$ cat config.mk
export PLATFORM = sky130hd
export DESIGN_NAME = neuron_mac_unit
export DESIGN_NICKNAME = d
export VERILOG_FILES = /design/src/rtl/neuron_pkg.sv /design/src/rtl/neuron_act.sv /design/src/rtl/neuron_mac_unit.sv
export SDC_FILE = /design/constraint.sdc
export NUM_CORES = 1
export LEC_CHECK = 0
export ABC_AREA = 1
export CAP_MARGIN = 10
export CORE_ASPECT_RATIO = 0.5
export CORE_MARGIN = 2
export CORE_UTILIZATION = 61
export CTS_CLUSTER_DIAMETER = 30
export DETAILED_ROUTE_END_ITERATION = 8
export GPL_ROUTABILITY_DRIVEN = 0
export PLACE_DENSITY = 0.82
export SYNTH_ARGS = -nofsm -noshare
export SYNTH_HDL_FRONTEND = slang
export SYNTH_SLANG_ARGS = --single-unit
$ cat constraint.sdc
create_clock -name clk -period 6.7 [get_ports clk]
set_input_delay 1.34 -clock clk [delete_from_list [all_inputs] [get_ports clk]]
set_output_delay 1.34 -clock clk [all_outputs]
set_load 0.03 [all_outputs]
$ cat src/rtl/neuron_pkg.sv
// Shared types and sizing helpers for the neuron MAC unit.
// Accumulator width and controller state encoding live here.
package neuron_pkg;

    typedef enum logic [1:0] {
        ST_ACC   = 2'd0,
        ST_DRAIN = 2'd1,
        ST_OUT   = 2'd2
    } state_t;

    function automatic int clog2(input int v);
        int r;
        r = 0;
        for (int i = 0; i < 31; i++) begin
            if ((1 << i) < v) r = i + 1;
        end
        return r;
    endfunction

    // Wide enough for N full-scale products plus a bias term.
    function automatic int acc_width(input int dw, input int n);
        return 2 * dw + clog2(n) + 1;
    endfunction

endpackage

$ cat src/rtl/neuron_act.sv
// Output activation: ReLU for signed operands, pass-through for unsigned.
module neuron_act #(
    parameter int ACC_W  = 19,
    parameter bit SIGNED = 1'b1
) (
    input  logic [ACC_W-1:0] acc,
    output logic [ACC_W-1:0] act
);

    generate
        if (SIGNED) begin : g_relu
            assign act = acc[ACC_W-1] ? '0 : acc;
        end else begin : g_pass
            assign act = acc;
        end
    endgenerate

endmodule

$ cat src/rtl/neuron_mac_unit.sv
// Streaming N-pair multiply-accumulate neuron with activation output.
// Optional bias input enabled by defining NEURON_BIAS_EN.
module neuron_mac_unit
    import neuron_pkg::*;
#(
    parameter int DATA_W = 8,
    parameter int N      = 4,
    parameter bit SIGNED = 1'b1,
    localparam int ACC_W = acc_width(DATA_W, N)
) (
    input  logic              clk,
    input  logic              rst,
    input  logic              in_valid,
    output logic              in_ready,
    input  logic [DATA_W-1:0] in_data,
    input  logic [DATA_W-1:0] in_weight,
`ifdef NEURON_BIAS_EN
    input  logic [2*DATA_W-1:0] in_bias,
`endif
    output logic              out_valid,
    input  logic              out_ready,
    output logic [ACC_W-1:0]  out_data,
    output logic              busy
);

    localparam int CNT_W = (N > 1) ? clog2(N) : 1;
    localparam int PW    = 2 * DATA_W;

    state_t state, state_nxt;

    logic [CNT_W-1:0]  cnt;
    logic [DATA_W-1:0] a_r, w_r;
    logic              first_r, v1;
    logic [ACC_W-1:0]  acc, acc_nxt, base, prod_ext, act_w, out_r;
    logic [PW-1:0]     a_ext, w_ext, prod;
    logic              accept, last;
    logic              sa, sw, sp;

    assign in_ready = (state == ST_ACC);
    assign accept   = in_valid && (state == ST_ACC);
    assign last     = (cnt == CNT_W'(N - 1));
    assign busy     = (state != ST_ACC) || (cnt != '0);
    assign out_data = out_r;

    // Low half of a 2W x 2W product equals the W x W product in either mode.
    assign sa    = SIGNED && a_r[DATA_W-1];
    assign sw    = SIGNED && w_r[DATA_W-1];
    assign a_ext = {{DATA_W{sa}}, a_r};
    assign w_ext = {{DATA_W{sw}}, w_r};
    assign prod  = a_ext * w_ext;

    assign sp       = SIGNED && prod[PW-1];
    assign prod_ext = {{(ACC_W - PW){sp}}, prod};

`ifdef NEURON_BIAS_EN
    logic [PW-1:0]    bias_r;
    logic             sb;
    logic [ACC_W-1:0] bias_ext;

    assign sb       = SIGNED && bias_r[PW-1];
    assign bias_ext = {{(ACC_W - PW){sb}}, bias_r};
    assign base     = first_r ? bias_ext : acc;

    always_ff @(posedge clk or negedge rst) begin
        if (!rst) begin
            bias_r <= '0;
        end else if (accept && (cnt == '0)) begin
            bias_r <= in_bias;
        end
    end
`else
    assign base = first_r ? '0 : acc;
`endif

    assign acc_nxt = base + prod_ext;

    neuron_act #(
        .ACC_W  (ACC_W),
        .SIGNED (SIGNED)
    ) u_act (
        .acc (acc_nxt),
        .act (act_w)
    );

    always_comb begin
        state_nxt = state;
        out_valid = 1'b0;
        unique case (state)
            ST_ACC: begin
                if (accept && last) state_nxt = ST_DRAIN;
            end
            ST_DRAIN: begin
                state_nxt = ST_OUT;
            end
            ST_OUT: begin
                out_valid = 1'b1;
                if (out_ready) state_nxt = ST_ACC;
            end
            default: begin
                state_nxt = ST_ACC;
            end
        endcase
    end

    always_ff @(posedge clk or negedge rst) begin
        if (!rst) begin
            state <= ST_ACC;
        end else begin
            state <= state_nxt;
        end
    end

    always_ff @(posedge clk or negedge rst) begin
        if (!rst) begin
            cnt     <= '0;
            a_r     <= '0;
            w_r     <= '0;
            first_r <= 1'b0;
            v1      <= 1'b0;
        end else begin
            v1 <= accept;
            if (accept) begin
                a_r     <= in_data;
                w_r     <= in_weight;
                first_r <= (cnt == '0);
                cnt     <= last ? '0 : cnt + CNT_W'(1);
            end
        end
    end

    always_ff @(posedge clk or negedge rst) begin
        if (!rst) begin
            acc <= '0;
        end else if (v1) begin
            acc <= acc_nxt;
        end
    end

    // The final product is still in flight during DRAIN, so latch the
    // activated next-accumulator value rather than acc itself.
    always_ff @(posedge clk or negedge rst) begin
        if (!rst) begin
            out_r <= '0;
        end else if (state == ST_DRAIN) begin
            out_r <= act_w;
        end
    end

endmodule

== Word-level counts from Yosys, hierarchy flattened ==
Cells that the tools add are included.

* Add/subtract/negate cells: 2
* Reduce and logical (&&, ||, !) cells: 8
* $mul: 1
* Muxes and demuxes: 7
* Eq/ne operators: 5

{| class="wikitable"
|+ Operator list
! operator !! number
|-
| 19-bit adder || 1
|-
| 19-bit 2-to-1 mux || 1
|-
| 18-bit 2-to-1 mux || 1
|-
| 8-bit by 8-bit multiplier with 16-bit output || 1
|-
| 2-bit 2-to-1 mux || 3
|-
| 2-bit case mux with 3 select lines || 1
|-
| 2-bit equality test, second input constant || 2
|-
| 2-bit logical NOT || 2
|-
| 2-bit nonzero test || 2
|-
| 2-bit by 1-bit adder with 2-bit output, second input constant || 1
|-
| 2-bit by 1-bit equality test with 1-bit output, second input constant || 1
|-
| 1-bit logical AND || 2
|-
| 2-bit by 1-bit inequality test with 1-bit output, second input constant || 1
|-
| 2-bit inequality test, second input constant || 1
|-
| 2-bit AND reduction || 1
|-
| 1-bit logical OR || 1
|-
| 1-bit 2-to-1 mux || 1
|}

* Output and inout bits: 22
* Input bits: 20
* Register bits after elaboration: 60

== Logic depth before layout (Yosys ltp) ==
* Word-level depth: 5
* Mapped depth: 37

== Cells and area by module ==
From an unflattened synthesis, not the netlist that was laid out.

* Cell total of the unflattened synthesis: 811
* Area total of the unflattened synthesis: 6145.9 µm²

{| class="wikitable"
|+ By module, submodules not included
! module !! area each (µm²) !! sequential area each (µm²) !! cells each !! times used
|-
| neuron_mac_unit || 5973.2 || 1501.4 || 771 || 1
|-
| neuron_act || 172.7 || 0.0 || 40 || 1
|}

== Worst setup path after synthesis ==
OpenSTA, ideal clock, no wires.

* Path type: reg2reg
* Start: reg a_r[0]
* End: reg out_r[10], in the netlist out_data[10]
* Data arrival time: 5719 ps
* Required time: 6585 ps
* Slack: 866 ps
* Cell stages (with the launch flop): 35
* Buffers on the path: 2
* Library setup time: 115 ps
* Cells stage by stage: dfrtp_1 > clkbuf_1 > or2_2 > fa_1 > fa_1 > inv_1 > fa_1 > inv_1 > fa_1 > inv_1 > ha_1 > a21o_1 > nand2_1 > nand2_1 > a21oi_1 > nor2_1 > o21ai_0 > nand2_1 > nand2_1 > nand2_1 > a21oi_1 > xnor2_1 > ha_1 > nand2_1 > nor2_1 > nand3_1 > nand2_1 > nand3_4 > nand2_4 > nand2_2 > nand2_4 > nand2_4 > buf_12 > nand2_2 > nand2_2

* Longest elaborated chain between the ends: 3

{| class="wikitable"
|+ Ends and longest elaborated chain
! element !! RTL line !! source
|-
| from (decl) || neuron_mac_unit.sv:32 || <nowiki>logic [DATA_W-1:0] a_r, w_r;</nowiki>
|-
| from (signal assigned) || neuron_mac_unit.sv:123 || <nowiki>a_r <= in_data;</nowiki>
|-
| 8-bit by 8-bit multiplier with 16-bit output || neuron_mac_unit.sv:50 || <nowiki>assign prod = a_ext * w_ext;</nowiki>
|-
| 19-bit adder || neuron_mac_unit.sv:75 || <nowiki>assign acc_nxt = base + prod_ext;</nowiki>
|-
| 18-bit 2-to-1 mux || neuron_act.sv:12 || <nowiki>assign act = acc[ACC_W-1] ? '0 : acc;</nowiki>
|-
| to (signal assigned) || neuron_mac_unit.sv:145 || <nowiki>out_r <= act_w;</nowiki>
|-
| to (decl) || neuron_mac_unit.sv:34 || <nowiki>logic [ACC_W-1:0] acc, acc_nxt, base, prod_ext, act_w, out_r;</nowiki>
|}

No other way between the ends.
A chain may end at the register's enable or synchronous reset.

== Worst setup path in the final report ==
* Start: reg w_r[7]
* End: reg out_r[17], in the netlist out_data[17]

* Longest elaborated chain between the ends: 3

{| class="wikitable"
|+ Ends and longest elaborated chain
! element !! RTL line !! source
|-
| from (decl) || neuron_mac_unit.sv:32 ||
|-
| from (signal assigned) || neuron_mac_unit.sv:124 || <nowiki>w_r <= in_weight;</nowiki>
|-
| 8-bit by 8-bit multiplier with 16-bit output || neuron_mac_unit.sv:50 ||
|-
| 19-bit adder || neuron_mac_unit.sv:75 ||
|-
| 18-bit 2-to-1 mux || neuron_act.sv:12 ||
|}

No other way between the ends.

==> results.toml <==
[clock_network]
cts_max_level = 3
cts_setup_buffers = 0
clock_path_buffers = 2
cts_tree = "built"
clk_pin_slew_ns = 0.06
root_buffer = "clkbuf_16"
cts-buffers-inserted = 9
clock_latency_ns = 0.33
cts_sinks = 59

[synth]
syn_avg_cell_area_sq_um = 7.606
synth-simple-area-share_pct = 24.00
synthXorXnorAreaFrac_pct = 3.692
yosysSeqAreaShare_pct = 23.94
synth_top_area_share_pct = 23.94
synthArstFlopShare_pct = 100.0
synth_seq_cells = 59
syn_inst = 811
yosys_most_used_dff = "dfrtp_1"
synthMuxAreaShare_pct = 0
yosys.cell_count.top_type = "nand2_1"
synth_compound_area_share_pct = 6.389
synth_edf_count = 0
yosys.area.top_type = "dfrtp_1"
synth_warnings = 0
synthAdderAreaFrac_pct = 28.11
syn_nets = 936
synth_top_family_by_area = "adder cells"
synth_common_cells = "nand2_1, inv_1, dfrtp_1"
syn_area_sq_mm = 0.006168
ys_top_cells_by_area = "dfrtp_1, fa_1, nand2_1"
ys_types = 37

[setup_path]
path_delay_family = "adder cells"
path_class = "flop to flop"
crit_buf_inv = 4
cp_slowest_stage_delay_ns = 0.55
critPathArrivalTime_ns = 6.56
cpMostUsedCell = "nand2_1"
startpoint_type = "flop"
critPathCaptureType = "flop"
critPathMaxFanout = 9
crit_required_ns = 6.92
cp_slowest_cell = "fa_1"

[floorplanning]
std_cell_rows = 25
fp.dieArea_sq_mm = 0.01098
initial_core_util_pct = 64.03
num_io_pins = 42
die_y_um = 75.11
fp.dieW_um = 146.2
core_area_sq_mm = 0.009634

[drt]
first_pass_iters = 5
ant_nets = 0
drtIter0Drc = 336
num_vias = 5025
via_per_inst = 5.159
wl_mm = 13.88
avgRoutedWirePerCell_um = 14.25
drc = 0

[sta]
slew_viol_final = 0
clock.fmax_mhz = 157.8
tightest_slew_ns = 1.143
fin_tns_setup_ns = 0
period_needed_ns = 6.338
hold_viol = 0
rsz0062_at_grt = "false"
slew_headroom_pct = 23.59
min_period_over_period_pct = 94.59
setup_viol = 0
clock_skew_ns = 0.008287

[layout]
fin_nets = 960
layout-drive-gt1-share_pct = 8.343
antennaDiodeCount = 0
area_growth_pct = 12.33

[place]
post-dp-hpwl_mm = 9.989
port_buffers = 40

[global_routing]
grt_use_total_pct = 27.18
antenna_found_initial = 0
grt_pass1_vias = 4942
grt_max_degree = 60
grt_pass1_wl_mm = 23.19
overflow = 0

[hold_path]
hold_path.class = "flop to flop"

[job]
max-cap-violations = 0

[status]
status = "finished clean"
layout by cell type (no fill, tap or decap), drive strengths merged:
master and count:
o211a 1, o21bai 2, inv 188, fa 56
clkbuf 11, or2 2, xor2 15, nand2 250
ha 49, nand4 2, o211ai 1, bufinv 2
a21oi 25, nand3 24, o21ai 35, xnor2 11
a21boi 2, and2 1, a21o 2, clkinv 2
clkdlybuf4s50 39, nor2 52, conb 1, a31oi 3
nor3 2, dfrtp 59, buf 2
cell families (layout without fill, tap and decap cells):
family / after synthesis / after routing
flip-flops: 59 / 59
AO/OA/AOI/OAI: 71 / 71
XOR/XNOR: 26 / 26
AND/OR/NAND/NOR: 333 / 333
adder cells (fa/ha/maj): 105 / 105
other: 1 / 1
buffers and inverters: 216 / 244
through the flow:
stage	setup WS (ns)	utilization (%)	hold WS (ns)	instance area [sq um]	cells
after floorplan	0.8661	-	0.4530	6168	811
after global placement	0.7620	68.44	0.4640	6594	959
after detailed placement	0.5420	68.44	0.4673	6594	959
after CTS	0.3981	71.83	0.4815	6920	974
after global routing	0.04685	71.92	0.4966	6929	974
final	0.3622	71.92	0.4773	6929	974
registers in the layout (all words and copies together), names as in the netlist:
name / flops
acc: 19
out_data: 18
a_r: 8
w_r: 8
cnt: 2
state: 2
first_r: 1
v1: 1
layout make-up:
cell class	count	area, sq um
clock inverter	4	73.82
clock buffer	11	252.7
sequential	59	1476
tap	135	168.9
multi-input combinational	536	3849
timing repair buffer	41	402.9
inverter	188	705.7
fill	771	2705
routing by layer:
metal	global-route usage (%)	wire, um	share of wire (%)
met1	36.01	6313	45
met4	9.385	291	2.1
met3	4.788	902	6.5
met2	46.75	6373	46
met5	0	0	0
timing repair:
| action | 4_1_cts | 5_1_grt |
|---|---|---|
| hold buffers | 0 | 0 |
| gates resized for setup | 0 | 1 |
| endpoints found under the setup margin | 0 | 1 |
tightest hold or removal path, cell delays in order, from the launching register on:
cell and delay (ns):
dfrtp_1 0.34, nand2_1 0.06, nand2_1 0.05
final timing paths:
kind | startpoint | end | slack (ns) | depth (start not counted)
min in group asynchronous | rst | a_r[5] | 1.15 | 2
worst max-delay path | w_r[7] | out_data[17] | 0.36 | 33
worst max register to register | w_r[7] | out_data[17] | 0.36 | 33
worst min-delay path | out_data[4] | out_data[4] | 0.48 | 2
max in group asynchronous | rst | w_r[2] | 5.01 | 2
worst min register to register | out_data[4] | out_data[4] | 0.48 | 2
Power is not shown: default switching activity piles up to over one toggle a cycle in this logic, so the estimate is an artifact.
